## src/rtl/rr_arb_pkg.sv

```systemverilog
// Shared types and helpers for the round-robin stream arbiter.
// Holds the lock FSM state type and the requester-index width function.
package rr_arb_pkg;

    typedef enum logic {
        IDLE,
        LOCKED
    } arb_state_e;

    // Index width for n requesters, never narrower than one bit.
    function automatic int unsigned idx_w(input int unsigned n);
        return (n <= 2) ? 1 : $clog2(n);
    endfunction

endpackage

```

## src/rtl/rr_stream_arbiter_if.sv

```systemverilog
// Handshake bundle for the arbiter: N requester streams in, one stream out.
// master = requesters plus downstream consumer, slave = the arbiter itself.
interface rr_stream_arbiter_if
    import rr_arb_pkg::*;
#(
    parameter int unsigned N     = 4,
    parameter int unsigned WIDTH = 8
);

    localparam int unsigned IDX_W = idx_w(N);

    logic [N-1:0]       s_valid;
    logic [N*WIDTH-1:0] s_data;
    logic [N-1:0]       s_last;
    logic [N-1:0]       s_ready;
    logic               m_valid;
    logic [WIDTH-1:0]   m_data;
    logic               m_last;
    logic [IDX_W-1:0]   m_sel;
    logic               m_ready;

    modport master (
        output s_valid, s_data, s_last, m_ready,
        input  s_ready, m_valid, m_data, m_last, m_sel
    );

    modport slave (
        input  s_valid, s_data, s_last, m_ready,
        output s_ready, m_valid, m_data, m_last, m_sel
    );

endinterface

```

## src/rtl/rr_pick.sv

```systemverilog
// Combinational rotate-priority picker: first set request at or after ptr,
// wrapping modulo N (ptr is always below N).
module rr_pick
    import rr_arb_pkg::*;
#(
    parameter int unsigned N = 4,
    localparam int unsigned IDX_W = idx_w(N)
) (
    input  logic [N-1:0]     req,
    input  logic [IDX_W-1:0] ptr,
    output logic [IDX_W-1:0] gnt_idx,
    output logic             gnt_any
);

    localparam logic [IDX_W:0] NumReq = (IDX_W+1)'(N);

    logic [IDX_W:0] cand;

    always_comb begin
        gnt_idx = '0;
        gnt_any = 1'b0;
        cand    = '0;
        for (int unsigned k = 0; k < N; k++) begin
            cand = {1'b0, ptr} + (IDX_W+1)'(k);
            if (cand >= NumReq) begin
                cand = cand - NumReq;
            end
            if (!gnt_any && req[cand[IDX_W-1:0]]) begin
                gnt_any = 1'b1;
                gnt_idx = cand[IDX_W-1:0];
            end
        end
    end

endmodule

```

## src/rtl/rr_stream_arbiter.sv

```systemverilog
// Packet-aware round-robin arbiter multiplexing N valid/ready streams onto one
// registered output stage; a started multi-beat packet keeps the grant.
module rr_stream_arbiter
    import rr_arb_pkg::*;
#(
    parameter int unsigned N     = 4,
    parameter int unsigned WIDTH = 8
) (
    input logic               clk,
    input logic               rst_n,
    rr_stream_arbiter_if.slave bus
);

    localparam int unsigned IDX_W = idx_w(N);
    localparam logic [IDX_W-1:0] LastIdx = IDX_W'(N - 1);

    arb_state_e       state_q;
    logic [IDX_W-1:0] ptr_q;
    logic [IDX_W-1:0] lock_idx_q;
    logic             m_valid_q;
    logic [WIDTH-1:0] m_data_q;
    logic             m_last_q;
    logic [IDX_W-1:0] m_sel_q;

    logic             go;
    logic             load;
    logic [N-1:0]     req;
    logic [IDX_W-1:0] pick_ptr;
    logic [IDX_W-1:0] gnt_idx;
    logic             gnt_any;
    logic [WIDTH-1:0] gnt_data;
    logic             gnt_last;
    logic [N-1:0]     s_ready;

    function automatic logic [IDX_W-1:0] wrap_inc(input logic [IDX_W-1:0] i);
        return (i == LastIdx) ? '0 : i + 1'b1;
    endfunction

    // While locked only the owning requester is visible, so the picker
    // can only return lock_idx.
    always_comb begin
        go       = !m_valid_q || bus.m_ready;
        req      = '0;
        pick_ptr = ptr_q;
        if (state_q == LOCKED) begin
            req[lock_idx_q] = bus.s_valid[lock_idx_q];
            pick_ptr        = lock_idx_q;
        end else begin
            req = bus.s_valid;
        end
    end

    rr_pick #(
        .N (N)
    ) u_pick (
        .req     (req),
        .ptr     (pick_ptr),
        .gnt_idx (gnt_idx),
        .gnt_any (gnt_any)
    );

    assign load = rst_n && go && gnt_any;

    always_comb begin
        gnt_data = '0;
        gnt_last = 1'b0;
        for (int unsigned i = 0; i < N; i++) begin
            if (gnt_idx == IDX_W'(i)) begin
                gnt_data = bus.s_data[i*WIDTH +: WIDTH];
                gnt_last = bus.s_last[i];
            end
        end
    end

    always_comb begin
        s_ready = '0;
        if (load) begin
            s_ready[gnt_idx] = 1'b1;
        end
    end

    always_ff @(posedge clk) begin
        if (!rst_n) begin
            state_q    <= IDLE;
            ptr_q      <= '0;
            lock_idx_q <= '0;
            m_valid_q  <= 1'b0;
            m_data_q   <= '0;
            m_last_q   <= 1'b0;
            m_sel_q    <= '0;
        end else begin
            if (load) begin
                m_valid_q <= 1'b1;
                m_data_q  <= gnt_data;
                m_last_q  <= gnt_last;
                m_sel_q   <= gnt_idx;
            end else if (bus.m_ready) begin
                m_valid_q <= 1'b0;
            end

            // Pointer moves only when a last beat is accepted.
            if (load) begin
                unique case (state_q)
                    IDLE: begin
                        if (gnt_last) begin
                            ptr_q <= wrap_inc(gnt_idx);
                        end else begin
                            lock_idx_q <= gnt_idx;
                            state_q    <= LOCKED;
                        end
                    end
                    LOCKED: begin
                        if (gnt_last) begin
                            ptr_q   <= wrap_inc(lock_idx_q);
                            state_q <= IDLE;
                        end
                    end
                    default: state_q <= IDLE;
                endcase
            end
        end
    end

    assign bus.s_ready = s_ready;
    assign bus.m_valid = m_valid_q;
    assign bus.m_data  = m_data_q;
    assign bus.m_last  = m_last_q;
    assign bus.m_sel   = m_sel_q;

endmodule

```

## src/flat_wrapper.sv

```systemverilog
// flat-port wrapper written by rule: the top's interface ports become plain ports
module rr_stream_arbiter_flat import rr_arb_pkg::*;
#(
    parameter int unsigned N     = 4,
    parameter int unsigned WIDTH = 8
)
  (clk, rst_n, bus_s_valid, bus_s_data, bus_s_last, bus_m_ready, bus_s_ready, bus_m_valid, bus_m_data, bus_m_last, bus_m_sel);
  rr_stream_arbiter_if #(.N(N), .WIDTH(WIDTH)) bus_i ();
  input logic clk;
  input logic rst_n;
  input wire logic [$bits(bus_i.s_valid)-1:0] bus_s_valid;
  input wire logic [$bits(bus_i.s_data)-1:0] bus_s_data;
  input wire logic [$bits(bus_i.s_last)-1:0] bus_s_last;
  input wire logic [$bits(bus_i.m_ready)-1:0] bus_m_ready;
  output wire logic [$bits(bus_i.s_ready)-1:0] bus_s_ready;
  output wire logic [$bits(bus_i.m_valid)-1:0] bus_m_valid;
  output wire logic [$bits(bus_i.m_data)-1:0] bus_m_data;
  output wire logic [$bits(bus_i.m_last)-1:0] bus_m_last;
  output wire logic [$bits(bus_i.m_sel)-1:0] bus_m_sel;
  assign bus_i.s_valid = bus_s_valid;
  assign bus_i.s_data = bus_s_data;
  assign bus_i.s_last = bus_s_last;
  assign bus_i.m_ready = bus_m_ready;
  assign bus_s_ready = bus_i.s_ready;
  assign bus_m_valid = bus_i.m_valid;
  assign bus_m_data = bus_i.m_data;
  assign bus_m_last = bus_i.m_last;
  assign bus_m_sel = bus_i.m_sel;
  rr_stream_arbiter #(.N(N), .WIDTH(WIDTH)) u_core (.clk(clk), .rst_n(rst_n), .bus(bus_i));
endmodule
```

## config.mk

```make
export PLATFORM = sky130hd
export DESIGN_NAME = rr_stream_arbiter_flat
export DESIGN_NICKNAME = d
export VERILOG_FILES = /design/src/rtl/rr_arb_pkg.sv /design/src/rtl/rr_stream_arbiter_if.sv /design/src/rtl/rr_pick.sv /design/src/rtl/rr_stream_arbiter.sv /design/src/flat_wrapper.sv
export SDC_FILE = /design/constraint.sdc
export NUM_CORES = 1
export LEC_CHECK = 0
export CORE_UTILIZATION = 38
export CTS_CLUSTER_SIZE = 28
export DETAILED_ROUTE_END_ITERATION = 10
export PLACE_DENSITY = 0.76
export SLEW_MARGIN = 10
export SYNTH_ARGS = -nofsm -noshare
export SYNTH_HDL_FRONTEND = slang
export SYNTH_SLANG_ARGS = --single-unit
```

## constraint.sdc

```tcl
create_clock -name clk -period 3 [get_ports clk]
set_clock_uncertainty 0.05 [all_clocks]
set_input_delay 0.3 -clock clk [delete_from_list [all_inputs] [get_ports clk]]
set_output_delay 0.3 -clock clk [all_outputs]
set_load 0.02 [all_outputs]
```

## After elaboration in Yosys (flattened, before gate mapping)

Index checks and enable logic that the tools add are counted.

- Bits in writable memories: 0
- Memory bits (read-only): 0
- Bits in latches: 0
- Word-level logic and storage cells: 98
- Memories kept: 0
- Output and inout port bits: 16
- Register bits: 17
- Input port bits: 43

- Add/sub/neg operators: 9
- Equal/unequal tests: 6
- Shift-type cells: 0
- Magnitude comparators: 12
- Div/mod/pow operators: 0
- Bitwise gates (word level): 3
- Reduce and logical (&&, ||, !) cells: 16
- $mul: 0
- Mux-type cells: 45

Operator list:

| operator | number |
|---|---|
| 8-bit 2-to-1 mux | 4 |
| 2-bit 2-to-1 mux | 13 |
| 2-bit by 3-bit less-than comparator with 1-bit output, second input constant | 6 |
| 1-bit 2-to-1 mux | 18 |
| 1-bit binary-select mux with 2-bit select | 5 |
| 3-bit greater-or-equal comparator, second input constant | 3 |
| 4-bit 2-to-1 mux | 2 |
| 2-bit by 1-bit subtractor with 2-bit output, second input constant | 4 |
| 1-bit logical AND | 7 |
| 2-bit by 2-bit adder with 3-bit output, second input constant | 2 |
| 2-bit equality test, second input constant | 3 |
| 3-bit AND reduction | 2 |
| 2-bit by 1-bit adder with 2-bit output, second input constant | 2 |
| 4-bit AND | 1 |
| 1-bit demux with 2-bit select | 2 |
| 2-bit by 1-bit greater-or-equal comparator with 1-bit output, second input constant | 2 |
| 1-bit zero test | 4 |
| 2-bit one-hot mux with 2 select lines | 1 |
| 2-bit by 1-bit adder with 3-bit output, second input constant | 1 |
| 2-bit by 3-bit greater-or-equal comparator with 1-bit output, second input constant | 1 |
| 2-bit by 1-bit equality test with 1-bit output, second input constant | 1 |
| 2-bit zero test | 1 |
| 2-bit by 1-bit inequality test with 1-bit output, second input constant | 1 |
| 2-bit inequality test, second input constant | 1 |
| other kinds (3) | 4 |

## Logic depth before layout (Yosys ltp)

Gate-level depths: netlist of run 1.

- Word-level depth: 25
- Depth in mapped cells: 17
- Mapped depth without buffers: 15

## Cells and area by module

A second synthesis of run 1 with hierarchy kept.

- Cell total of the unflattened synthesis: 172
- Area total of the unflattened synthesis: 1,266.2 µm²

Modules (own cells, without submodules):

| module | sequential area each (µm²) | area an instance (µm²) | instances | cells an instance |
|---|---|---|---|---|
| rr_stream_arbiter | 340.3 | 1,188.6 | 1 | 157 |
| rr_pick | 0.0 | 77.6 | 1 | 15 |

## Worst setup path after synthesis of run 1

No wires, ideal clock.

- Kind: flip-flop to flip-flop
- Start point: reg u_core.lock_idx_q[1]
- End point: reg u_core.lock_idx_q[1]
- Library setup time: 0.134 ns
- Stages on the path, launching flop included: 16
- Period minus slack after synthesis: 3.005 ns
- Arrival: 2.821 ns
- Slack: -0.005 ns
- Buffers on the path: 2
- Required time: 2.816 ns
- Path through: dfxtp_1 -> buf_6 -> inv_1 -> ha_1 -> nand3_1 -> o2bb2ai_1 -> a32o_1 -> o31ai_1 -> o21ai_1 -> ha_1 -> nor2b_1 -> buf_2 -> a221o_1 -> a22oi_1 -> nand3_1 -> mux2i_1

- Word-level cells in the longest chain between the ends: 25

RTL lines:

| what | line | text |
|---|---|---|
| start, declared | rr_stream_arbiter.sv:19 | `logic [IDX_W-1:0] lock_idx_q;` |
| start signal, assigned | rr_stream_arbiter.sv:108 | `lock_idx_q <= gnt_idx;` |
| 2-bit by 3-bit less-than comparator with 1-bit output (implied by the code) or 2-bit by 1-bit greater-or-equal comparator with 1-bit output (tied branches) | rr_stream_arbiter.sv:46 | `req[lock_idx_q] = bus.s_valid[lock_idx_q];` |
| 1-bit logical AND (implied by the code) | rr_stream_arbiter.sv:46 |  |
| 1-bit 2-to-1 mux (implied by the code) | rr_stream_arbiter.sv:46 |  |
| 1-bit demux with 2-bit select | - |  |
| 4-bit AND (no line) | - |  |
| 4-bit 2-to-1 mux | rr_stream_arbiter.sv:45 | `if (state_q == LOCKED) begin` |
| 1-bit binary-select mux with 2-bit select | rr_pick.sv:28 | `if (!gnt_any && req[cand[IDX_W-1:0]]) begin` |
| 1-bit 2-to-1 mux (implied by the code) | rr_pick.sv:28 |  |
| (+6 left out) | - |  |
| 1-bit 2-to-1 mux | rr_pick.sv:28 |  |
| 1-bit zero test | rr_pick.sv:28 |  |
| 1-bit logical AND | rr_pick.sv:28 |  |
| 2-bit 2-to-1 mux | rr_pick.sv:28 |  |
| 2-bit zero test | rr_stream_arbiter.sv:68 | `if (gnt_idx == IDX_W'(i)) begin` |
| 1-bit 2-to-1 mux (4 in series) | rr_stream_arbiter.sv:68 |  |
| 1-bit NOT (no line) | - |  |
| 3-bit AND reduction (no line) | - |  |

Several ways; a longest one is shown, not always the timed one. The select of a mux whose other input is x is not followed.
A chain may end at the register's enable or synchronous reset.

## Final worst setup path of run 1

Same ends and word-level chain as after synthesis.

==> results of run 1 <==
[metal layers]
metal	track usage [%]	vias up	part of all wire, %
met3	3.49	10	5.2
met1	33.3	694	47
met4	6.40	0	1.8
met5	0	-	0
met2	36.8	64	46
li1	-	819	-
[registers in the layout (all words and copies together), names as in the netlist]
register and flops:
u_core.bus.m_data 8, u_core.bus.m_sel 2, u_core.lock_idx_q 2, u_core.ptr_q 2
u_core.bus.m_last 1, u_core.bus.m_valid 1, u_core.state_q 1
[worst paths after layout]
path                     endpoint  cells past startpoint            startpoint  slack [ns]
max          u_core.lock_idx_q[1]                     11  u_core.lock_idx_q[1]        0.05
min           u_core.bus.m_sel[1]                      2   u_core.bus.m_sel[1]        0.41
max reg2reg  u_core.lock_idx_q[1]                     11  u_core.lock_idx_q[1]        0.05
min reg2reg   u_core.bus.m_sel[1]                      2   u_core.bus.m_sel[1]        0.41
[through the flow]
step / setup TNS (ns) / setup WS [ns]
2_1_floorplan: 0 / 0.0814
5_1_grt: -0.455 / -0.101
3_5_place_dp: -2.03 / -0.194
3_3_place_gp: -2.70 / -0.234
6_report: 0 / 0.0486
4_1_cts: 0 / 0.0340
[power by group]
part           total [W]  internal, W  switching (W)
Clock           0.000124    0.0000496      0.0000747
Sequential      0.000403     0.000317      0.0000860
Combinational    0.00177     0.000858       0.000914
[cell type report]
cell class	instances	area, µm²	share of cell area, %
Clock inverter	1	5.00	0.218
Inverter	8	30.0	1.31
Sequential cell	17	345	15.0
Clock buffer	3	22.5	0.980
Multi-Input combinational cell	138	1030	44.9
Timing Repair Buffer	90	806	35.1
Tap cell	46	57.6	2.50
[worst register-to-register path: cells and delay by family, from the launching register on]
kind	cells	cell delay [ns]
and+or+nand+nor	3	0.35
muxes	2	0.50
adders and majority gates	1	0.22
AOI/OAI and AO/OA	5	1.30
DFF	1	0.44
[logic make-up after synthesis]
kind of cell    after synthesis  synth area share, %
flops                        17                 24.7
compound gates               63                 33.1
fa+ha+maj                     8                 7.25
simple gates                 62                 24.0
mux                           5                 3.90
buf+inv                      20                 7.07
[placed cells by master (no fill, tap or decap), drive strengths merged, types with 2 or more instances in the layout]
cell type,count
dfxtp,17
nor2b,9
nor3,8
a22oi,3
buf,32
nand3,13
nand3b,2
a32o,2
ha,8
a21boi,2
a21oi,16
mux2i,5
clkdlybuf4s50,54
nor2,8
nand2b,4
o22ai,4
o21ai,17
inv,8
and2,4
nand2,10
a221oi,9
clkbuf,6
[cell usage after synthesis (all sizes together) (2+ instances only)]
| cell | instances | share of area, % |
|---|---|---|
| a22oi | 3 | 1.6 |
| nand2 | 10 | 2.7 |
| nand3b | 2 | 1.1 |
| inv | 8 | 2.2 |
| nor2b | 9 | 4.1 |
| nor3 | 8 | 3.3 |
| ha | 8 | 7.3 |
| nand2b | 4 | 1.8 |
| a21boi | 2 | 1.1 |
| a21oi | 16 | 6.6 |
| mux2i | 5 | 3.9 |
| o21ai | 17 | 7.0 |
| nand3 | 13 | 4.7 |
| a32o | 2 | 1.5 |
| nor2 | 8 | 2.4 |
| buf | 7 | 3.5 |
| o22ai | 4 | 2.7 |
| dfxtp | 17 | 25 |
| a221oi | 9 | 6.2 |
| clkbuf | 5 | 1.4 |
| and2 | 4 | 1.8 |
[timing repair]
action	in CTS	in global routing
endpoints found under the setup margin	17	17
resized for setup	10	21
cloned	0	0
pin swaps	3	4
buffers inserted	1	2
==> run_results.csv, run 1 <==
group,metric,value,unit
status,outcome,"completed",
die,die_x,62.3,µm
final_layout,diodes,0,
cts,cts_max_level,1,
worst_setup_path,crit_required,3.17,ns
drt,vias_per_cell,5.24,
cts,clock_path_buffers,2,
drt,vias,1587,
worst_setup_path,start_kind,"flop",
synth,synthesis.nets,226,
worst_setup_path,path_cells,"mux2i_4, nor2_2, a221oi_2, o221a_1, o21ai_4, ha_2, nor2b_1, a221o_1, a22oi_2, nand3_2, mux2i_1",
final_layout,fin_cells,303,
die,die_h,62.3,µm
synth,synthFlopType,"dfxtp_1",
drt,drt-total-wl,4520,µm
pwr,vdd_drop_max,655,µV
global_routing,antenna_found_initial,0,
synth,synth_edf_count,0,
cts,ctsHoldBuffers,0,
synth,synth_warnings,0,
global_routing,track_usage,23.5,%
min_path,min-delay-path-class,"flop to flop",
worst_setup_path,crit_path_top_delay_cell,"dfxtp_4",
final_layout,fillers,282,
cts,cts_tree,"built",
drt,drt-wirelength-per-cell,14.9,µm
worst_setup_path,critical_path.top_delay_family,"compound AO/OA/AOI/OAI gates",
worst_setup_path,crit_path_max_fanout,7,
placed_design,gp_congestion,0.967,
sta,hold_viol_final,0,
sta,holdWs,0.413,ns
sta,setup_viol,0,
pwr,total_power,0.00230,W
synth,synth_cells,175,
drt,drc,0,
drt,drt_iter0_drc,105,
final_layout,finish.instance_area,2300,µm²
die,row_count,21,
global_routing,grt_max_degree,22,
final_layout,area_growth,66.5,%
job,cap_violations,0,
die,dieArea,3880,µm²
die,core,3420,µm²
sta,finalCriticalPeriod,2.95,ns
sta,tightest_slew,0.356,ns
global_routing,grt_overflow,0,
global_routing,grt_pass1_wl,7320,µm
placed_design,place_area,2170,µm²
global_routing,first_global_vias,1509,
synth,synth_cell_types,47,
placed_design,hpwlAfterDp,3370,µm
cts,numCtsBuffers,3,
final_layout,layout.nets,309,
drt,drt-pass1-iter-count,4,
final_layout,postLayoutCoreUtil,67.3,%
cts,clkSinkCount,17,
drt,detail-route-antenna-nets,0,
worst_setup_path,slowest_delay,0.44,ns
synth,synth.avg_cell_area,7.89,µm²
worst_setup_path,path_buf_inv,0,
sta,min_period_over_period,98.4,%
cts,clk_latency,0.29,ns
synth,ys_ff_latch,17,
sta,fmax,0.339,GHz
placed_design,dp.cells,296,
synth,syn_area,1380,µm²
cts,clk_pin_slew,0.11,ns
sta,relSlewSlack,76.0,%
placed_design,portBuffers,58,
final_layout,drive_above_1_share,25.3,%
worst_setup_path,crit_type,"flop to flop",
sta,slew_violations,0,
pwr,p_per_area,1000,nW/µm²
die,io_pins,59,
synth,ys_seq_area_share,24.7,%
cts,clk_root_buffer_cell,"clkbuf_4",
worst_setup_path,end_kind,"flop",
die,start_util,40.4,%
worst_setup_path,cp.arrival,3.12,ns
synth,postSynth.asyncResetShare,0,%
pwr,p_leak,0.914,nW
sta,rsz0062_at_grt,"true",
Power figures use the tool's default switching activity.
==> inputs of run 2 (changes only) <==
--- a/config.mk
+++ b/config.mk
@@ -6,6 +6,7 @@
 export NUM_CORES = 1
 export LEC_CHECK = 0
 export CORE_UTILIZATION = 38
+export CTS_CLUSTER_DIAMETER = 60
 export CTS_CLUSTER_SIZE = 28
 export DETAILED_ROUTE_END_ITERATION = 10
 export PLACE_DENSITY = 0.76
==> results of run 2 <==
Same layout as run 1: the final DEF is identical, and so are final timing and power.
==> inputs of run 3 (changes only) <==
--- a/config.mk
+++ b/config.mk
@@ -9,6 +9,7 @@
 export CTS_CLUSTER_DIAMETER = 60
 export CTS_CLUSTER_SIZE = 28
 export DETAILED_ROUTE_END_ITERATION = 10
+export HOLD_SLACK_MARGIN = 0.12
 export PLACE_DENSITY = 0.76
 export SLEW_MARGIN = 10
 export SYNTH_ARGS = -nofsm -noshare
==> results of run 3 <==
Same layout as run 1: the final DEF is identical, and so are final timing and power.
